$ cat src/rtl/rv32i_pkg.sv
// Shared RV32I definitions: opcodes, ALU control encodings and the
// decode control bundle carried through the pipeline registers.
package rv32i_pkg;

   localparam logic [6:0] OP_R     = 7'b0110011;
   localparam logic [6:0] OP_I     = 7'b0010011;
   localparam logic [6:0] OP_LOAD  = 7'b0000011;
   localparam logic [6:0] OP_S     = 7'b0100011;
   localparam logic [6:0] OP_B     = 7'b1100011;
   localparam logic [6:0] OP_LUI   = 7'b0110111;
   localparam logic [6:0] OP_AUIPC = 7'b0010111;
   localparam logic [6:0] OP_JAL   = 7'b1101111;
   localparam logic [6:0] OP_JALR  = 7'b1100111;

   localparam logic [1:0] ULA_ADD   = 2'b00;
   localparam logic [1:0] ULA_SUB   = 2'b01;
   localparam logic [1:0] ULA_FUNCT = 2'b10;
   localparam logic [1:0] ULA_PASS  = 2'b11;

   localparam logic [1:0] SRC1_RS1  = 2'b00;
   localparam logic [1:0] SRC1_PC   = 2'b01;
   localparam logic [1:0] SRC1_ZERO = 2'b10;

   localparam logic [1:0] SRC2_RS2  = 2'b00;
   localparam logic [1:0] SRC2_IMM  = 2'b01;
   localparam logic [1:0] SRC2_FOUR = 2'b10;

   typedef struct packed {
      logic       mem_rd;
      logic       mem_wr;
      logic       reg_wr;
      logic       mux_reg_wr;
      logic [1:0] ula_op;
      logic [1:0] alu_src1;
      logic [1:0] alu_src2;
      logic       jump;
      logic       branch;
      logic       jalr;
   } ctrl_t;

   // All-zero bundle: no register/memory write and no control transfer.
   localparam ctrl_t CTRL_NOP = '0;

endpackage

$ cat src/rtl/load_use_detect.sv
// Load-use hazard detector: decodes which source registers the ID
// instruction reads and compares them against a load sitting in EX.
module load_use_detect
   import rv32i_pkg::*;
(
   input  logic [6:0] id_opcode,
   input  logic [4:0] id_rs1,
   input  logic [4:0] id_rs2,
   input  logic       ex_valid,
   input  logic       ex_mem_rd,
   input  logic [4:0] ex_rd,
   input  logic       flush_in,
   input  logic       hold_in,
   output logic       stall
);

   logic rs1_used;
   logic rs2_used;
   logic rs1_hit;
   logic rs2_hit;

   always_comb begin
      rs1_used = 1'b0;
      rs2_used = 1'b0;
      case (id_opcode)
         OP_R, OP_S, OP_B: begin
            rs1_used = 1'b1;
            rs2_used = 1'b1;
         end
         OP_I, OP_LOAD, OP_JALR: begin
            rs1_used = 1'b1;
         end
         default: begin
            rs1_used = 1'b0;
            rs2_used = 1'b0;
         end
      endcase
   end

   assign rs1_hit = rs1_used & (id_rs1 == ex_rd);
   assign rs2_hit = rs2_used & (id_rs2 == ex_rd);

   // x0 is never a real producer, so a load to x0 cannot create a hazard.
   assign stall = ex_valid & ex_mem_rd & (ex_rd != 5'd0)
                & (rs1_hit | rs2_hit) & ~flush_in & ~hold_in;

endmodule

$ cat src/rtl/id_ex_stage_reg.sv
// ID/EX pipeline register with load-use bubble insertion, flush,
// downstream hold and a saturating bubble counter.
module id_ex_stage_reg
   import rv32i_pkg::*;
#(
   parameter int XLEN  = 32,
   parameter int CNT_W = 16
) (
   input  logic             clk,
   input  logic             rst,
   input  logic [6:0]       id_opcode,
   input  logic             id_mem_rd,
   input  logic             id_mem_wr,
   input  logic             id_reg_wr,
   input  logic             id_mux_reg_wr,
   input  logic [1:0]       id_ula_op,
   input  logic [1:0]       id_alu_src1,
   input  logic [1:0]       id_alu_src2,
   input  logic             id_jump,
   input  logic             id_branch,
   input  logic             id_jalr,
   input  logic [XLEN-1:0]  id_pc,
   input  logic [XLEN-1:0]  id_rs1_val,
   input  logic [XLEN-1:0]  id_rs2_val,
   input  logic [XLEN-1:0]  id_imm,
   input  logic [4:0]       id_rs1,
   input  logic [4:0]       id_rs2,
   input  logic [4:0]       id_rd,
   input  logic [2:0]       id_funct3,
   input  logic             id_funct7b5,
   input  logic             hold_in,
   input  logic             flush_in,
   output logic             ex_mem_rd,
   output logic             ex_mem_wr,
   output logic             ex_reg_wr,
   output logic             ex_mux_reg_wr,
   output logic [1:0]       ex_ula_op,
   output logic [1:0]       ex_alu_src1,
   output logic [1:0]       ex_alu_src2,
   output logic             ex_jump,
   output logic             ex_branch,
   output logic             ex_jalr,
   output logic [XLEN-1:0]  ex_pc,
   output logic [XLEN-1:0]  ex_rs1_val,
   output logic [XLEN-1:0]  ex_rs2_val,
   output logic [XLEN-1:0]  ex_imm,
   output logic [4:0]       ex_rs1,
   output logic [4:0]       ex_rs2,
   output logic [4:0]       ex_rd,
   output logic [2:0]       ex_funct3,
   output logic             ex_funct7b5,
   output logic             ex_valid,
   output logic             load_use_stall,
   output logic [CNT_W-1:0] bubble_cnt
);

   ctrl_t             id_ctrl;
   ctrl_t             ctrl_q, ctrl_d;
   logic              valid_q, valid_d;
   logic [XLEN-1:0]   pc_q, pc_d;
   logic [XLEN-1:0]   rs1_val_q, rs1_val_d;
   logic [XLEN-1:0]   rs2_val_q, rs2_val_d;
   logic [XLEN-1:0]   imm_q, imm_d;
   logic [4:0]        rs1_q, rs1_d;
   logic [4:0]        rs2_q, rs2_d;
   logic [4:0]        rd_q, rd_d;
   logic [2:0]        funct3_q, funct3_d;
   logic              funct7b5_q, funct7b5_d;
   logic [CNT_W-1:0]  cnt_q, cnt_d;
   logic              stall;

   assign id_ctrl = '{
      mem_rd:     id_mem_rd,
      mem_wr:     id_mem_wr,
      reg_wr:     id_reg_wr,
      mux_reg_wr: id_mux_reg_wr,
      ula_op:     id_ula_op,
      alu_src1:   id_alu_src1,
      alu_src2:   id_alu_src2,
      jump:       id_jump,
      branch:     id_branch,
      jalr:       id_jalr
   };

   load_use_detect u_lud (
      .id_opcode (id_opcode),
      .id_rs1    (id_rs1),
      .id_rs2    (id_rs2),
      .ex_valid  (valid_q),
      .ex_mem_rd (ctrl_q.mem_rd),
      .ex_rd     (rd_q),
      .flush_in  (flush_in),
      .hold_in   (hold_in),
      .stall     (stall)
   );

   always_comb begin
      ctrl_d     = ctrl_q;
      valid_d    = valid_q;
      pc_d       = pc_q;
      rs1_val_d  = rs1_val_q;
      rs2_val_d  = rs2_val_q;
      imm_d      = imm_q;
      rs1_d      = rs1_q;
      rs2_d      = rs2_q;
      rd_d       = rd_q;
      funct3_d   = funct3_q;
      funct7b5_d = funct7b5_q;
      cnt_d      = cnt_q;
      if (!hold_in) begin
         // Datapath is don't-care under a bubble, so always load it.
         pc_d       = id_pc;
         rs1_val_d  = id_rs1_val;
         rs2_val_d  = id_rs2_val;
         imm_d      = id_imm;
         rs1_d      = id_rs1;
         rs2_d      = id_rs2;
         rd_d       = id_rd;
         funct3_d   = id_funct3;
         funct7b5_d = id_funct7b5;
         if (flush_in) begin
            ctrl_d  = CTRL_NOP;
            valid_d = 1'b0;
         end else if (stall) begin
            ctrl_d  = CTRL_NOP;
            valid_d = 1'b0;
            if (cnt_q != '1) cnt_d = cnt_q + 1'b1;
         end else begin
            ctrl_d  = id_ctrl;
            valid_d = 1'b1;
         end
      end
   end

   always_ff @(posedge clk or posedge rst) begin
      if (rst) begin
         ctrl_q     <= CTRL_NOP;
         valid_q    <= 1'b0;
         pc_q       <= '0;
         rs1_val_q  <= '0;
         rs2_val_q  <= '0;
         imm_q      <= '0;
         rs1_q      <= '0;
         rs2_q      <= '0;
         rd_q       <= '0;
         funct3_q   <= '0;
         funct7b5_q <= 1'b0;
         cnt_q      <= '0;
      end else begin
         ctrl_q     <= ctrl_d;
         valid_q    <= valid_d;
         pc_q       <= pc_d;
         rs1_val_q  <= rs1_val_d;
         rs2_val_q  <= rs2_val_d;
         imm_q      <= imm_d;
         rs1_q      <= rs1_d;
         rs2_q      <= rs2_d;
         rd_q       <= rd_d;
         funct3_q   <= funct3_d;
         funct7b5_q <= funct7b5_d;
         cnt_q      <= cnt_d;
      end
   end

   assign ex_mem_rd      = ctrl_q.mem_rd;
   assign ex_mem_wr      = ctrl_q.mem_wr;
   assign ex_reg_wr      = ctrl_q.reg_wr;
   assign ex_mux_reg_wr  = ctrl_q.mux_reg_wr;
   assign ex_ula_op      = ctrl_q.ula_op;
   assign ex_alu_src1    = ctrl_q.alu_src1;
   assign ex_alu_src2    = ctrl_q.alu_src2;
   assign ex_jump        = ctrl_q.jump;
   assign ex_branch      = ctrl_q.branch;
   assign ex_jalr        = ctrl_q.jalr;
   assign ex_pc          = pc_q;
   assign ex_rs1_val     = rs1_val_q;
   assign ex_rs2_val     = rs2_val_q;
   assign ex_imm         = imm_q;
   assign ex_rs1         = rs1_q;
   assign ex_rs2         = rs2_q;
   assign ex_rd          = rd_q;
   assign ex_funct3      = funct3_q;
   assign ex_funct7b5    = funct7b5_q;
   assign ex_valid       = valid_q;
   assign load_use_stall = stall;
   assign bubble_cnt     = cnt_q;

endmodule
$ cat config.mk
export PLATFORM = sky130hd
export DESIGN_NAME = id_ex_stage_reg
export DESIGN_NICKNAME = d
export VERILOG_FILES = /design/src/rtl/rv32i_pkg.sv /design/src/rtl/load_use_detect.sv /design/src/rtl/id_ex_stage_reg.sv
export SDC_FILE = /design/constraint.sdc
export NUM_CORES = 1
export LEC_CHECK = 0
export ABC_AREA = 1
export CORE_MARGIN = 5
export CORE_UTILIZATION = 37
export DETAILED_ROUTE_END_ITERATION = 7
export PLACE_DENSITY_LB_ADDON = 0.12
export SYNTH_ARGS = -nofsm -noshare
export SYNTH_HDL_FRONTEND = slang
export SYNTH_HIERARCHICAL = 1
export SYNTH_SLANG_ARGS = --single-unit
$ cat constraint.sdc
create_clock -name clk -period 6.2 [get_ports clk]
set_input_delay 1.86 -clock clk [delete_from_list [all_inputs] [get_ports clk]]
set_output_delay 1.86 -clock clk [all_outputs]
set_load 0.05 [all_outputs]
After elaboration in Yosys (flattened, before gate mapping)
Cells that the tools add are included.

Equal/unequal tests: 9. Bitwise logic cells: 10. Add/subtract/negate cells: 1. Muxes and demuxes: 6. Reductions and logical operators: 4.

Operators with widths (number): $mux W13 (2); $add A16 B1 Y16 const B (1); $ne A16 B16 Y1 const B (1); $eq A7 B6 Y1 const B (2); $eq A7 B7 Y1 const B (2); $eq A5 B5 Y1 (2); $and A1 B1 Y1 (7); $eq A7 B2 Y1 const B (1); $eq A7 B5 Y1 const B (1); $reduce_or A6 Y1 (1); $reduce_bool A5 Y1 (1); $mux W1 (4); $reduce_and A4 Y1 (1); $reduce_or A3 Y1 (1); $not A1 Y1 (2); $or A1 B1 Y1 (1).

Output and inout bits: 178. Register bits: 177.

Logic depth before layout (Yosys ltp)
Gate-level depths: netlist (run 1).

Depth after elaboration: 10. Depth in mapped cells: 16. Mapped depth without buffers: 15.

Cells and area by module
The synthesis (run 1) kept the hierarchy.

Modules (own cells, without submodules): id_ex_stage_reg (cells each 798, instances 1, area an instance 7005.5 µm²); load_use_detect (cells each 65, instances 1, area an instance 271.5 µm²).

Least setup slack after synthesis (run 1)
No wires, ideal clock.

Path type: input port to output port. Start point: in id_opcode[6]. End point: out load_use_stall. Stages: 7. Setup slack: 1.569 ns. Data arrival time: 2.771 ns. Path through: nand2_1 -> inv_1 -> nor2_1 -> nand2_1 -> nor2_1 -> nand2_1 -> a21oi_2.

Word-level cells in the longest chain between the ends: 8. Elaborated cells between the ends (all ways): 16. Classes of those cells: eq/ne (6); mux (2); bitwise (6); reduce/logical (2).

RTL lines: start, declared (RTL line id_ex_stage_reg.sv:11) `input logic [6:0] id_opcode,`; $eq A7 B6 Y1, or another cell as far along (RTL line load_use_detect.sv:25) `case (id_opcode)`; $reduce_or A6 Y1 (no line) or $reduce_or A3 Y1 (tied branches); $mux W1 (RTL line load_use_detect.sv:25); $and A1 B1 Y1 (on tied branches) (RTL line load_use_detect.sv:40, load_use_detect.sv:41); $or A1 B1 Y1 (*) (RTL line load_use_detect.sv:45) `& (rs1_hit | rs2_hit) & ~flush_in & ~hold_in;`; $and A1 B1 Y1 (*) (3 in a row) (RTL line load_use_detect.sv:45); end, declared (RTL line id_ex_stage_reg.sv:53) `output logic load_use_stall,`.

Mark *: on every way between the ends. The rest lies on a longest branch, timed or not.

Worst setup path after layout (run 1)
Start point: in id_opcode[5]. End point: out load_use_stall.

The elaborated chain is that of the path after synthesis.

==> impl_metrics.toml, run 1 <==
[outcome]
status = "completed"

[yosys]
synthCells = 863
synth_warnings = 6
netlist_area_sq_um = 7277
ys_seq_area_frac = 0.6087
synth_async_sr_flop_share = 1.000
synth_nets = 1035
synth_ff_type = "dfrtp_1"
syn_avg_cell_area_sq_um = 8.432
ys_ff_latch = 177
synth_edf_count = 0
yosysUniqueCellTypes = 26

[sta]
rsz0062_at_grt = "no"
clock-skew-final_ns = 0.008010
setup_violations = 0
finalSetupTns_ns = 0
hold_viol_final = 0
fin_crit_ns = 5.632
fmax_mhz = 177.6
drv_slew = 0
min_period_over_period = 0.9084
worst_slack_ns = 0.5682
tightest_slew_ns = 1.021
slew-limit-headroom = 0.3177

[die]
dieWidth_um = 150.2
core.rowCount = 51
core-area_sq_um = 19400
pin_count = 349
die_area_sq_um = 22570
chipHeight_um = 150.2
start_util = 0.3751

[finish]
nets = 1370
diodes = 0
syn_to_final_growth_pct = 58.22
layout-drive-gt1-share = 0.04384
stdcell_area_sq_um = 11510
filler_cell_count = 1789

[critical_path]
arrival_ns = 3.77
worst-path-buf-inv = 3
crit_fanout = 4
critPathTopFamily = "buffers and inverters"
crit_chain = "clkdlybuf4s50_1 -> inv_1 -> nor2_1 -> nand2_1 -> nor2_1 -> nand3_1 -> a21oi_2 -> clkdlybuf4s50_1"
crit_path_end_kind = "output pin"
rrSetupSlack_ns = 3.49
worstSetupPathType = "primary input to output pin"
crit_path_start_kind = "primary input"
slowest_stage = "clkdlybuf4s50_1"
cpPeakStageDelay_ns = 0.85
critical_path_required_ns = 4.34

[pwr]
p_leak_uw = 0.005561
p_total_uw = 3123
powerDensity_nw_per_um2 = 271.3
vdd_drop_max_mv = 0.1763

[cts]
root_buffer = "clkbuf_16"
ctsResizeCount = 0
cts.sinks = 177
cts_hold_buf = 0
cts.clk_slew.worst_paths_ns = 0.07
cts-htree-levels = 4
cts_buffers = 17
post_cts_buffers = 0
clockBufferDepth = 2
cts_tree = "done"
insertion_delay_ns = 0.42

[global_routing]
grt_pass1_vias = 6521
grt_max_degree = 91
met3_usage = 0.08609
track_usage = 0.2056
grt_pass1_wl_mm = 35.64
gr-usage-met1 = 0.2313
overflow = 0
use_met2 = 0.3528
antenna_found_initial = 0
top_usage_layer = "met2"

[placed_design]
detailed_place.area_sq_um = 10970
dp_hpwl_mm = 17.16
gp_congestion = 0.7921
post-place-ws_ns = 0.5788
port_buffers = 348

[routing]
drc = 0
vias = 6553
wl_per_cell_um = 15.84
ant_nets = 0
drtIter0Drc = 282
firstDrtPassIters = 4
via_per_inst = 4.446
wirelength_mm = 23.36

[job]
drv_cap = 0

[worst_hold_path]
min_path_type = "flip-flop to flip-flop"
==> state kept, by name (all words and copies together), names as in the netlist, 2 cells and up <==
signal and flops:
ex_rs1 5, bubble_cnt 16, ex_rs2_val 32, ex_alu_src2 2, ex_alu_src1 2, ex_pc 32
ex_rd 5, ex_imm 32, ex_funct3 3, ex_rs1_val 32, ex_ula_op 2, ex_rs2 5
==> cells by family (layout without fill, tap and decap cells) <==
group / Yosys count / count (layout) / share of synthesized area
AOI/OAI and AO/OA: 16 / 16 / 0.02046
xor gates and xnor gates: 4 / 4 / 0.004815
adders and majority gates: 1 / 1 / 0.001719
buffers and inverters: 70 / 416 / 0.04109
DFF: 177 / 177 / 0.6087
and+or+nand+nor: 595 / 595 / 0.3232
==> through the flow <==
stage	hold slack, ns	util	cells
final	0.4759	0.5935	1474
after detailed placement	0.4636	0.5657	1444
after global placement	0.4602	0.5657	1444
after global routing	0.4976	0.5935	1474
after CTS	0.4821	0.5935	1474
after floorplan	0.7448	-	863
==> layer usage <==
metal | routed length (um) | part of all wire
met1 | 9172 | 0.39
met2 | 11290 | 0.48
met3 | 2435 | 0.10
met4 | 461 | 0.020
met5 | 0 | 0
==> cell usage after synthesis (3+ instances only) <==
cell | number | area, sq um
dfrtp_1 | 177 | 4429
inv_1 | 27 | 101.4
nand2_1 | 532 | 1997
nand3_1 | 18 | 90.09
nand4_1 | 3 | 18.77
clkbuf_1 | 16 | 60.06
inv_2 | 4 | 15.01
nor2_2 | 6 | 37.54
buf_2 | 14 | 70.07
a32o_1 | 13 | 130.1
nor2_1 | 20 | 75.07
buf_1 | 5 | 18.77
nand3b_1 | 8 | 60.06
==> worst paths after layout <==
kind,from,endpoint,cells after the start
setup / recovery,id_opcode[5],load_use_stall,8
hold / removal,ex_imm[27]$_DFFE_PP0N_,ex_imm[27]$_DFFE_PP0N_,2
setup reg to reg,ex_rd[4]$_DFFE_PP0N_,bubble_cnt[9]$_DFFE_PP0P_,14
hold reg to reg,ex_imm[27]$_DFFE_PP0N_,ex_imm[27]$_DFFE_PP0N_,2
max in group asynchronous,rst,ex_rs1_val[12]$_DFFE_PP0N_,3
min in group asynchronous,rst,ex_rs1[2]$_DFFE_PP0N_,2
==> tightest hold or removal path, cell delays in order, from the launching register on <==
cell and delay, ns:
dfrtp_1 0.34, nand2_1 0.05, nand2_1 0.05
==> report_power, final <==
part           switching (uW)  internal (uW)
logic                     518            297
registers                55.4           1250
clock network             454            551
total                    1030           2100
==> layout by cell type (no fill, tap or decap), drive strengths merged, types with 4 or more instances in the layout <==
cell,instances
clkinvlp,5
nand3,18
nand2,534
clkbuf,18
nand4,4
inv,34
buf,7
nor2,28
a32o,13
nand3b,8
clkdlybuf4s50,347
dfrtp,177
clkinv,4
==> layout make-up <==
class                           instances  area [sq um]  area share
Clock inverter                         12         110.1    0.009563
Tap cell                              265         331.6     0.02880
Inverter                               32         126.4     0.01098
Multi-Input combinational cell        616          2549      0.2214
Sequential cell                       177          4429      0.3847
Timing Repair Buffer                  354          3538      0.3073
Clock buffer                           18         429.2     0.03727
Power figures use the tool's default switching activity.
==> inputs of run 2 (changes only) <==
--- a/config.mk
+++ b/config.mk
@@ -6,6 +6,7 @@
 export NUM_CORES = 1
 export LEC_CHECK = 0
 export ABC_AREA = 1
+export CORE_ASPECT_RATIO = 1.5
 export CORE_MARGIN = 5
 export CORE_UTILIZATION = 37
 export DETAILED_ROUTE_END_ITERATION = 7
==> run 2 against run 1 <==
Compared with the run above:
- worst setup slack improved by 0.46 ns
- total power rose by 1.9%
- combinational power barely moved
- sequential share of layout area about the same
- flip-flop and latch count unchanged
- final cell count fell by 0.61%
- critical path type unchanged
- highest routed layer is now met5
==> impl_metrics.toml, run 2 (synthesis gave the netlist of run 1 again) <==
[global_routing]
grt_max_degree = 178
overflow = 0
grt_pass1_wl_mm = 36.81
grt_pass1_vias = 6620
track_usage = 0.2071
antenna_found_initial = 1

[sta]
slew-limit-headroom = 0.2745
clock-skew-final_ns = 0.008248
drv_slew = 0
finalSetupTns_ns = 0
rsz0062_at_grt = "no"
min_period_over_period = 0.8337
tightest_slew_ns = 1.088
setup_violations = 0
fin_crit_ns = 5.169
hold_viol_final = 0
fmax_mhz = 193.5

[pwr]
p_leak_uw = 0.005569
powerDensity_nw_per_um2 = 276.1
p_total_uw = 3182
vdd_drop_max_mv = 0.1681

[routing]
drtIter0Drc = 397
wl_per_cell_um = 16.08
via_per_inst = 4.509
firstDrtPassIters = 4
drc = 0
wirelength_mm = 23.56
ant_nets = 0
vias = 6606

[critical_path]
crit_path_start_kind = "primary input"
crit_chain = "clkdlybuf4s50_1 -> inv_1 -> nand2_1 -> nand2_1 -> nor2_2 -> nand3_1 -> a21oi_2 -> buf_4"
critPathLaunch = "id_rs2[0]"
arrival_ns = 3.31
cpPeakStageDelay_ns = 0.51
r2r_start = "ex_rd[4]$_DFFE_PP0N_"
worstSetupPathType = "primary input to output pin"
slowest_stage = "clkdlybuf4s50_1"
crit_fanout = 4
crit_path_end_kind = "output pin"
critical_path_required_ns = 4.34
worst_path_most_repeated_cell = "nand2_1"

[cts]
cts_buffers = 17
post_cts_buffers = 0
cts.clk_slew.worst_paths_ns = 0.07
root_buffer = "clkbuf_16"
cts_tree = "done"
cts_hold_buf = 0
cts.sinks = 177
ctsResizeCount = 0
cts-htree-levels = 4
clockBufferDepth = 2
insertion_delay_ns = 0.42

[worst_hold_path]
hold_start = "ex_imm[21]$_DFFE_PP0N_"
min_path_type = "flip-flop to flip-flop"

[finish]
layout-drive-gt1-share = 0.04301
filler_cell_count = 1764
final_cells = 1465
nets = 1368
final_common_cell = "nand2_1"
syn_to_final_growth_pct = 58.39
diodes = 0
layout_common_cells = "nand2_1 (532), clkdlybuf4s50_1 (346), dfrtp_1 (177), inv_1 (26), nor2_1 (20)"

[die]
die_area_sq_um = 22630
core.rowCount = 62
core-area_sq_um = 19240
dieWidth_um = 124.5
chipHeight_um = 181.8
pin_count = 349
start_util = 0.3783

[placed_design]
gp_congestion = 0.8239
dp_hpwl_mm = 17.20
dp_cells = 1433
port_buffers = 348

[outcome]
status = "completed"

[job]
drv_cap = 0
-- run 2: cell count changes in the layout (fill, tap and decap cells not counted) --
cell,before,now
buf_4,6,5
bufinv_16,1,2
clkbuf_1,1,3
clkbuf_8,0,1
clkdlybuf4s50_1,347,346
clkinv_2,3,1
clkinv_4,0,1
inv_6,4,3
-- run 2: per-stage QoR --
| step | util | hold slack (ns) | worst slack [ns] | area, sq um |
|---|---|---|---|---|
| floorplan | - | 0.7448 | 1.569 | 7281 |
| global placement | 0.5689 | 0.4575 | 1.030 | 10950 |
| detailed placement | 0.5689 | 0.4612 | 1.021 | 10950 |
| CTS | 0.5991 | 0.4789 | 1.020 | 11530 |
| global route | 0.5991 | 0.4970 | 0.9383 | 11530 |
| finish | 0.5991 | 0.4736 | 1.031 | 11530 |
-- run 2: worst paths after layout --
kind	cells past startpoint	to	slack [ns]
max	8	load_use_stall	1.03
min	2	ex_imm[21]$_DFFE_PP0N_	0.47
max reg2reg	14	bubble_cnt[9]$_DFFE_PP0P_	3.42
min reg2reg	2	ex_imm[21]$_DFFE_PP0N_	0.47
max in group asynchronous	3	bubble_cnt[13]$_DFFE_PP0P_	3.34
min in group asynchronous	3	ex_imm[23]$_DFFE_PP0N_	1.96
-- run 2: power breakdown --
part	switching [uW]	internal (uW)	leakage, uW
Combinational	520	296	0.00310
Clock	456	609	0.000271
Sequential	54.1	1250	0.00220
-- run 2: critical path, delay by kind of cell --
kind | cells | cell delay, ns
AO/OA/AOI/OAI | 1 | 0.29
buffers and inverters | 3 | 0.83
AND/OR/NAND/NOR | 4 | 0.31
-- run 2: layout make-up --
class,instances,area (sq um),area share
multi-input combinational,616,2549,0.2211
sequential,177,4429,0.3843
inverter,32,126.4,0.01096
tap,256,320.3,0.02779
timing repair buffer,352,3521,0.3055
clock inverter,11,130.1,0.01129
clock buffer,21,450.4,0.03908
-- run 2: per-layer routing --
layer	vias to the layer above	global-route usage	share of wire
met5	-	0	0.00085
met2	232	0.3728	0.53
li1	3301	-	-
met3	39	0.07143	0.074
met4	2	0.07240	0.027
met1	3032	0.2257	0.37
==> inputs of run 3 (changes only) <==
==> constraint.sdc (replaced) <==
create_clock -name clk -period 4.2 [get_ports clk]
set_input_delay 1.26 -clock clk [delete_from_list [all_inputs] [get_ports clk]]
set_output_delay 1.26 -clock clk [all_outputs]
set_load 0.05 [all_outputs]
==> run 3 against run 2 <==
Compared with the run above:
- sequential share of layout area down 0.56 points
- total power up 52%
- die area stayed put
- register-to-register slack got worse by 1.5 ns
- clock skew is 0.0031 ns higher
- count of clock-buffer cells in the layout down 1
- first-iteration DRC count rose by 10%
- utilization increased by 0.89 points
- via count increased by 1.2%
- largest power group unchanged
==> impl_metrics.toml, run 3 (synthesis gave the netlist of run 1 again) <==
[pwr]
p_total_uw = 4840
powerDensity_nw_per_um2 = 413.8
vdd_drop_max_mv = 0.2543
p_leak_uw = 0.005661

[sta]
slew-limit-headroom = 0.4060
fmax_mhz = 255.0
tightest_slew_ns = 0.8910
fin_crit_ns = 3.922
finalSetupTns_ns = 0
rsz0062_at_grt = "no"
hold_viol_final = 0
setup_violations = 0
min_period_over_period = 0.9339
drv_slew = 0
clock-skew-final_ns = 0.01138

[routing]
vias = 6685
via_per_inst = 4.532
drtIter0Drc = 437
wl_per_cell_um = 16.36
drc = 0
wirelength_mm = 24.14
firstDrtPassIters = 5
ant_nets = 0

[finish]
final_cells = 1475
layout-drive-gt1-share = 0.05094
nets = 1376
final_common_cell = "nand2_1"
stdcell_area_sq_um = 11700
finish.utilization = 0.6080
syn_to_final_growth_pct = 60.75
layout_common_cells = "nand2_1 (532), clkdlybuf4s50_1 (346), dfrtp_1 (177), inv_1 (26), nor2_1 (20)"

[cts]
root_buffer = "clkbuf_16"
post_cts_buffers = 0
cts_hold_buf = 0
cts-htree-levels = 4
ctsResizeCount = 0
insertion_delay_ns = 0.43
cts.clk_slew.worst_paths_ns = 0.06
cts_buffers = 17
cts_tree = "done"
clockBufferDepth = 2
cts.sinks = 177

[global_routing]
overflow = 0
grt_max_degree = 132
antenna_found_initial = 2
grt_pass1_wl_mm = 37.98
grt_pass1_vias = 6965
track_usage = 0.2144

[die]
pin_count = 349
core.rowCount = 62
die_area_sq_um = 22630
dieWidth_um = 124.5
core-area_sq_um = 19240
start_util = 0.3783
chipHeight_um = 181.8

[critical_path]
worstSetupPathType = "primary input to output pin"
crit_path_start_kind = "primary input"
crit_path_end_kind = "output pin"
cpPeakStageDelay_ns = 0.50
slowest_stage = "clkdlybuf4s50_1"
crit_chain = "clkdlybuf4s50_1 -> inv_1 -> nand2_1 -> nand2_1 -> inv_1 -> nand2_1 -> nor2_1 -> nand2_1 -> a21oi_2 -> buf_12"
arrival_ns = 2.66
crit_fanout = 4
worst_path_most_repeated_cell = "nand2_1"
critical_path_required_ns = 2.94

[placed_design]
gp_congestion = 0.8428
dp_hpwl_mm = 17.91
dp_cells = 1441
port_buffers = 348
detailed_place.area_sq_um = 11060

[job]
drv_cap = 0

[outcome]
status = "completed"

[worst_hold_path]
min_path_type = "flip-flop to flip-flop"
==> run 3: cell count changes in the layout (fill, tap and decap cells not counted), moves of 2 or more <==
| cell | previous run | this run |
|---|---|---|
| diode_2 | 0 | 2 |
| clkbuf_1 | 3 | 1 |
| clkinvlp_4 | 5 | 3 |
| bufinv_16 | 2 | 4 |
| buf_4 | 5 | 9 |
| buf_12 | 1 | 5 |
==> run 3: worst paths after layout <==
check                                       from                    endpoint  slack (ns)  cells past startpoint
max                                 id_opcode[6]              load_use_stall        0.28                     10
min                        ex_pc[27]$_DFFE_PP0N_       ex_pc[27]$_DFFE_PP0N_        0.48                      2
max reg2reg                 ex_rd[4]$_DFFE_PP0N_  bubble_cnt[15]$_DFFE_PP0P_        1.95                     14
min reg2reg                ex_pc[27]$_DFFE_PP0N_       ex_pc[27]$_DFFE_PP0N_        0.48                      2
max in group asynchronous                    rst       ex_rs2[1]$_DFFE_PP0N_        2.14                      3
min in group asynchronous                    rst      ex_imm[23]$_DFFE_PP0N_        1.31                      2
==> run 3: layout make-up <==
class,count,area [sq um]
fill,1727,7541
sequential,177,4429
timing repair buffer,360,3631
multi-input combinational,616,2549
clock buffer,20,456.7
tap,256,320.3
clock inverter,12,180.2
inverter,32,126.4
antenna,2,5.005
==> run 3: worst max-delay path, delay by kind of cell <==
| kind | cells | cell delay (ns) |
|---|---|---|
| simple gates | 5 | 0.30 |
| buf+inv | 4 | 0.78 |
| compound gates | 1 | 0.33 |
==> run 3: layer usage <==
layer  wire length [um]  GRT usage  up-vias
met1               8656     0.2279     3080
li1                   -          -     3313
met3               1744    0.06996       50
met2              12890     0.3845      242
met5                  0          0        -
met4                845    0.09741        0
==> run 3: report_power, final <==
group	switching [uW]	internal [uW]
clock network	670	1030
registers	82.7	1840
logic	770	445
total	1520	3320
==> run 3: stage by stage <==
| step | setup WS [ns] | hold WS (ns) |
|---|---|---|
| 2_1_floorplan | 0.6734 | 0.7448 |
| 4_1_cts | 0.2710 | 0.4813 |
| 3_3_place_gp | 0.2653 | 0.4602 |
| 3_5_place_dp | 0.2737 | 0.4638 |
| 5_1_grt | 0.1443 | 0.5005 |
| 6_report | 0.2777 | 0.4755 |
==> RTL edit 1: new RTL, settings of run 3 <==
Take the reset off `imm_q` and load it in a clocked block of its own.
--- a/src/rtl/id_ex_stage_reg.sv
+++ b/src/rtl/id_ex_stage_reg.sv
@@ -141,3 +141,2 @@
          rs2_val_q  <= '0;
-         imm_q      <= '0;
          rs1_q      <= '0;
@@ -154,3 +153,2 @@
          rs2_val_q  <= rs2_val_d;
-         imm_q      <= imm_d;
          rs1_q      <= rs1_d;
@@ -162,2 +160,6 @@
       end
+   end
+
+   always_ff @(posedge clk) begin
+      imm_q <= imm_d;
    end
Function: changed (a bounded check fails within 4 cycles, from zero or initial values and one cycle with rst high).
==> RTL edit 1 against run 3 <==
Clock power decreased by 4%. Critical endpoint unchanged. Setup slack worse by 0.11 ns. Area after synthesis decreased by 2.3%. Highest routed layer unchanged. Wire length decreased by 4.0%. Maximum frequency shrank 2.6%. Power fell by 2.0%. Combinational power fell by 6%. Sequential cell count unchanged. Cell area down 1.8%. Utilization is 0.36 points lower. Largest power group unchanged. Count of clock-buffer cells in the layout down 3.
==> RTL edit 1: results (changes against run 3) <==
** Power
- Worst vdd ir :: 235 uV (-7.4%)
- The leakage dissipation came to 5.28 nW (-6.8%).
- Net switching power :: 1.50 mW (-1.7%)

** Global route
- Pin count of the biggest net entering global routing :: 148 (+12%)
- Global-route wire length before repair :: 35600 um (-6.3%)
- The via count of the first global-routing pass came to 6381 (-8.4%).
- The aggregate global-route resource usage is 21.0% (-0.47 points).

** Placed design
- The weighted congestion reported at the end of routability-driven placement was 0.791 (-6.1%).
- DP Wirelength :: 17000 um (-5.2%)
- The worst slack after detailed placement was 0.161 ns (-0.113 ns).

** Finish
- Share of cells above drive strength 1 :: 6.65% (+1.6 points)
- Final layout net count :: 1286 (-6.5%)
- Layout Cells excl Fill :: 1385 (-6.1%)
- Cell area after layout :: 0.0115 mm2 (-1.8%)
- Number of fill cells :: 1658 (-4.0%)

** Synthesis
- The count of distinct cell types in the synthesized netlist is 24 (-7.7%).
- Seq/Total Area, Yosys :: 64.5% (+3.7 points)
- By area the synthesized netlist is led by sky130_fd_sc_hd__dfrtp_1 (51%), sky130_fd_sc_hd__nand2_1 (23%), sky130_fd_sc_hd__edfxtp_1 (14%).
- The number of nets produced by synthesis is 944 (-8.8%).
- By count the netlist is led by sky130_fd_sc_hd__nand2_1 (429), sky130_fd_sc_hd__dfrtp_1 (145), sky130_fd_sc_hd__edfxtp_1 (32).
- Total number of yosys warnings :: 6 (unchanged)
- FFs w/ async S/R, synth :: 81.9% (-18 points)
- The count of flip-flops with a built-in enable after synthesis is 32 (+32).
- Mean instance size in the synthesized netlist :: 9.21 um2 (+9.3%)

** Timing
- Slew HR :: 48.2% (+7.6 points)
- The setup skew after layout came to 0.00459 ns (-0.00679 ns).

** Route
- Detail-routed net length per standard cell :: 16.7 um (+2.2%)
- Amount of wire on met3 after detailed routing :: 2670 um (+53%)
- First-pass DRT Iterations :: 4 (-1)
- The detailed route wirelength on metal2 came to 11700 um (-9.6%).
- The average via count per standard cell came to 4.52 (-0.24%).

** Clock network
- Buffers inserted during post-CTS setup optimization :: 0 (unchanged)

** Status
- The flow ran to the end, and the final reports show no timing, DRC or antenna violations.

** Setup path
- Critical Path Fanout Max :: 3 (-1)
- Data arrival, critical path :: 2.77 ns (+0.11 ns)
[RTL edit 1: path summary, 6_finish.rpt]
path / startpoint / endpoint / slack [ns] / depth (start not counted)
min: ex_rs1_val[7] / ex_rs1_val[7] / 0.48 / 2
min in group asynchronous: rst / ex_rs1_val[28] / 1.22 / 2
min reg2reg: ex_rs1_val[7] / ex_rs1_val[7] / 0.48 / 2
max reg2reg: ex_rd[4] / bubble_cnt[9] / 1.61 / 12
max in group asynchronous: rst / ex_rs2_val[31] / 2.28 / 3
max: id_rs1[0] / load_use_stall / 0.17 / 8
[RTL edit 1: per-layer routing]
| metal | vias to the layer above | GRT usage, % |
|---|---|---|
| met1 | 2896 | 23.6 |
| met2 | 258 | 35.5 |
| met3 | 22 | 9.28 |
| li1 | 3086 | - |
| met4 | 0 | 6.34 |
| met5 | - | 0 |
[RTL edit 1: logic make-up (layout without fill, tap and decap cells)]
kind of cell | after synthesis | in the layout | synth area share [%]
fa+ha+maj | 1 | 1 | 0.176
buf+inv | 72 | 427 | 4.10
other cells | 0 | 2 | 0
simple gates | 504 | 504 | 28.8
compound gates | 15 | 15 | 2.02
flops | 177 | 177 | 64.5
xor+xnor | 3 | 3 | 0.370
[RTL edit 1: layout make-up]
type / count / area share, %
multi-input cells: 523 / 19.4
inverters: 40 / 1.36
clock buffers: 17 / 3.70
flip-flops and latches: 177 / 40.0
repair buffers: 355 / 31.2
clock inverters: 15 / 1.56
diodes: 2 / 0.0436
well taps: 256 / 2.79
[RTL edit 1: power by group through the flow]
stage	Combinational, mW	Sequential, mW	Clock [mW]
global placement	1.16	1.99	0
finish	1.15	1.96	1.64
global route	1.22	1.97	1.75
floorplan	0.173	2.46	0
detailed placement	1.17	1.99	0
CTS	1.17	1.96	1.68
==> RTL edit 2: new RTL, flow settings as in run 3 <==
Made on the original files. The parameter `CNT_W` goes from 16 to 32.
--- a/src/rtl/id_ex_stage_reg.sv
+++ b/src/rtl/id_ex_stage_reg.sv
@@ -6,3 +6,3 @@
    parameter int XLEN  = 32,
-   parameter int CNT_W = 16
+   parameter int CNT_W = 32
 ) (
Ports: changed (resized bubble_cnt); port bits go from 349 to 365. The function was not compared with the original's and may differ.
==> RTL edit 2 against run 3 <==
Area after synthesis rose by 18%. Cell area increased by 12%. Sequential power increased by 8%. Via count is 20% higher. Power down 0.24%. Global-route usage up 0.84 points. Largest power group unchanged. Setup slack better by 0.081 ns. Wire length grew 21%. Largest cell class unchanged. Die area grew 16%. Critical path type unchanged. Sequential cell count is 16 higher. Register-to-register slack is essentially flat.
==> RTL edit 2: results (changes against run 3) <==
** Global route
- The number of antenna violations at the first check in global routing is 7 (+5).
- Met3 track demand over resource :: 8.16% (+1.2 points)
- The via count of the first global-routing pass came to 8157 (+17%).
- Met2 routing resource usage after global routing :: 40.3% (+1.8 points)
- The aggregate global-route resource usage came to 22.3% (+0.84 points).
- Global-route wire length before repair :: 45200 um (+19%)
- Fraction of met1 tracks used by global routing :: 23.6% (+0.81 points)
- Pin count of the biggest net entering global routing :: 164 (+24%)

** Route
- Total length of routed wires :: 29200 um (+21%)
- Initial DRC count :: 338 (-23%)
- The total number of vias came to 8000 (+20%).
- Detail-routed net length per standard cell :: 16.8 um (+2.6%)

** Timing
- The final worst hold slack was 0.478 ns (+0.00205 ns).
- Worst-case clock skew :: 0.00892 ns (-0.00246 ns)
- Crit path time final :: 3.84 ns (-0.0809 ns)
- The worst slew margin relative to its limit is 44.6% (+4.0 points).

** Clock network
- Count of cells resized by post-cts repair :: 0 (unchanged)
- The clock transition at the registers of the reported paths came to 0.06 ns (about the same).

** Hold path
- The tightest min-delay check is of the reg2reg type.

** Synthesis
- The share of synthesized area occupied by flip-flops and latches came to 56.4% (-4.5 points).
- Synth cell count leaders :: sky130_fd_sc_hd__nand2_1 (637), sky130_fd_sc_hd__dfrtp_1 (193), sky130_fd_sc_hd__nor2_1 (59)
- Most area-consuming cells after synthesis :: sky130_fd_sc_hd__dfrtp_1 (56%), sky130_fd_sc_hd__nand2_1 (28%), sky130_fd_sc_hd__nor2_1 (2.6%)
- Synth unique cells :: 27 (+3.8%)
- Syn_nets :: 1263 (+22%)
- The synthesized area per cell is 7.85 um2 (-6.9%).

** Setup path
- The arrival time of data at the critical path endpoint was 2.58 ns (-0.08 ns).
- The maximum fanout count along the critical path is 3 (-1).

** Status
- The flow ran to the end, and the final reports show no timing, DRC or antenna violations.

** Power
- The worst ir drop on vdd was 284 uV (+12%).
- Internal power consumption :: 3.26 mW (-1.6%)
- Total leakage power :: 6.31 nW (+12%)

** Placed design
- The count of buffers inserted at the top-level ports came to 364 (+4.6%).
- The weighted congestion reported at the end of routability-driven placement was 0.899 (+6.7%).
- Cell total after placement :: 1706 (+18%)
- DP Worst Slack :: 0.345 ns (+0.0716 ns)
- Area after DPL :: 0.0125 mm2 (+13%)
- The HPWL after detailed placement is 22000 um (+23%).

** Finish
- The fraction of final layout cells sized beyond drive strength 1 came to 5.08% (-0.012 points).
- The final layout net count is 1617 (+18%).
-- RTL edit 2: cell count changes in the layout (fill, tap and decap cells not counted), moves of 15 or more --
cell                              before  now
sky130_fd_sc_hd__o21ai_0               2   17
sky130_fd_sc_hd__inv_1                26   50
sky130_fd_sc_hd__dfrtp_1             177  193
sky130_fd_sc_hd__nand2_1             532  637
sky130_fd_sc_hd__nor2_1               20   59
sky130_fd_sc_hd__clkdlybuf4s50_1     346  362
-- RTL edit 2: final timing paths --
check / end / cells past startpoint / from
min in group asynchronous: ex_rs1_val[15] / 2 / rst
worst min register to register: ex_rs1_val[11] / 2 / ex_rs1_val[11]
max in group asynchronous: bubble_cnt[7] / 3 / rst
worst max register to register: bubble_cnt[14] / 11 / ex_rd[4]
worst min-delay path: ex_rs1_val[11] / 2 / ex_rs1_val[11]
worst max-delay path: load_use_stall / 9 / id_opcode[6]
-- RTL edit 2: worst max-delay path, cell delays in order --
cell and delay [ns]:
sky130_fd_sc_hd__clkdlybuf4s50_1 0.45, sky130_fd_sc_hd__nand2_1 0.12, sky130_fd_sc_hd__inv_1 0.05, sky130_fd_sc_hd__nor2_1 0.09, sky130_fd_sc_hd__nand2_1 0.05, sky130_fd_sc_hd__nor2_1 0.08
sky130_fd_sc_hd__nand2_1 0.07, sky130_fd_sc_hd__a21oi_2 0.23, sky130_fd_sc_hd__buf_12 0.18
-- RTL edit 2: area by class of cell --
| type | count | area, um2 |
|---|---|---|
| Tap cell | 280 | 350 |
| Timing Repair Buffer | 376 | 3790 |
| Inverter | 57 | 220 |
| Fill cell | 2100 | 9820 |
| Clock inverter | 9 | 87.6 |
| Multi-Input combinational cell | 800 | 3330 |
| Antenna cell | 4 | 10.0 |
| Clock buffer | 21 | 450 |
| Sequential cell | 193 | 4830 |
-- RTL edit 2: kinds of logic (layout without fill, tap and decap cells) --
| kind of cell | Yosys count | in the layout | share of synthesized area (%) |
|---|---|---|---|
| AND/OR/NAND/NOR | 767 | 767 | 36.2 |
| other | 0 | 4 | 0 |
| adder cells (fa/ha/maj) | 1 | 1 | 0.146 |
| AO/OA/AOI/OAI | 18 | 18 | 1.10 |
| buffers and inverters | 98 | 463 | 4.70 |
| XOR/XNOR | 14 | 14 | 1.43 |
| flip-flops | 193 | 193 | 56.4 |
-- RTL edit 2: power by group through the flow --
stage | Combinational [mW] | Clock, mW | Sequential [mW]
finish | 1.23 | 1.52 | 2.08
global route | 1.30 | 1.65 | 2.10
floorplan | 0.205 | 0 | 2.59
global placement | 1.24 | 0 | 2.11
CTS | 1.24 | 1.58 | 2.08
detailed placement | 1.24 | 0 | 2.11
-- RTL edit 2: per-layer routing --
layer / up-vias / share of wire (%)
li1: 4004 / -
met1: 3668 / 36
met2: 267 / 53
met3: 55 / 8.1
met4: 6 / 2.9
met5: - / 0.12
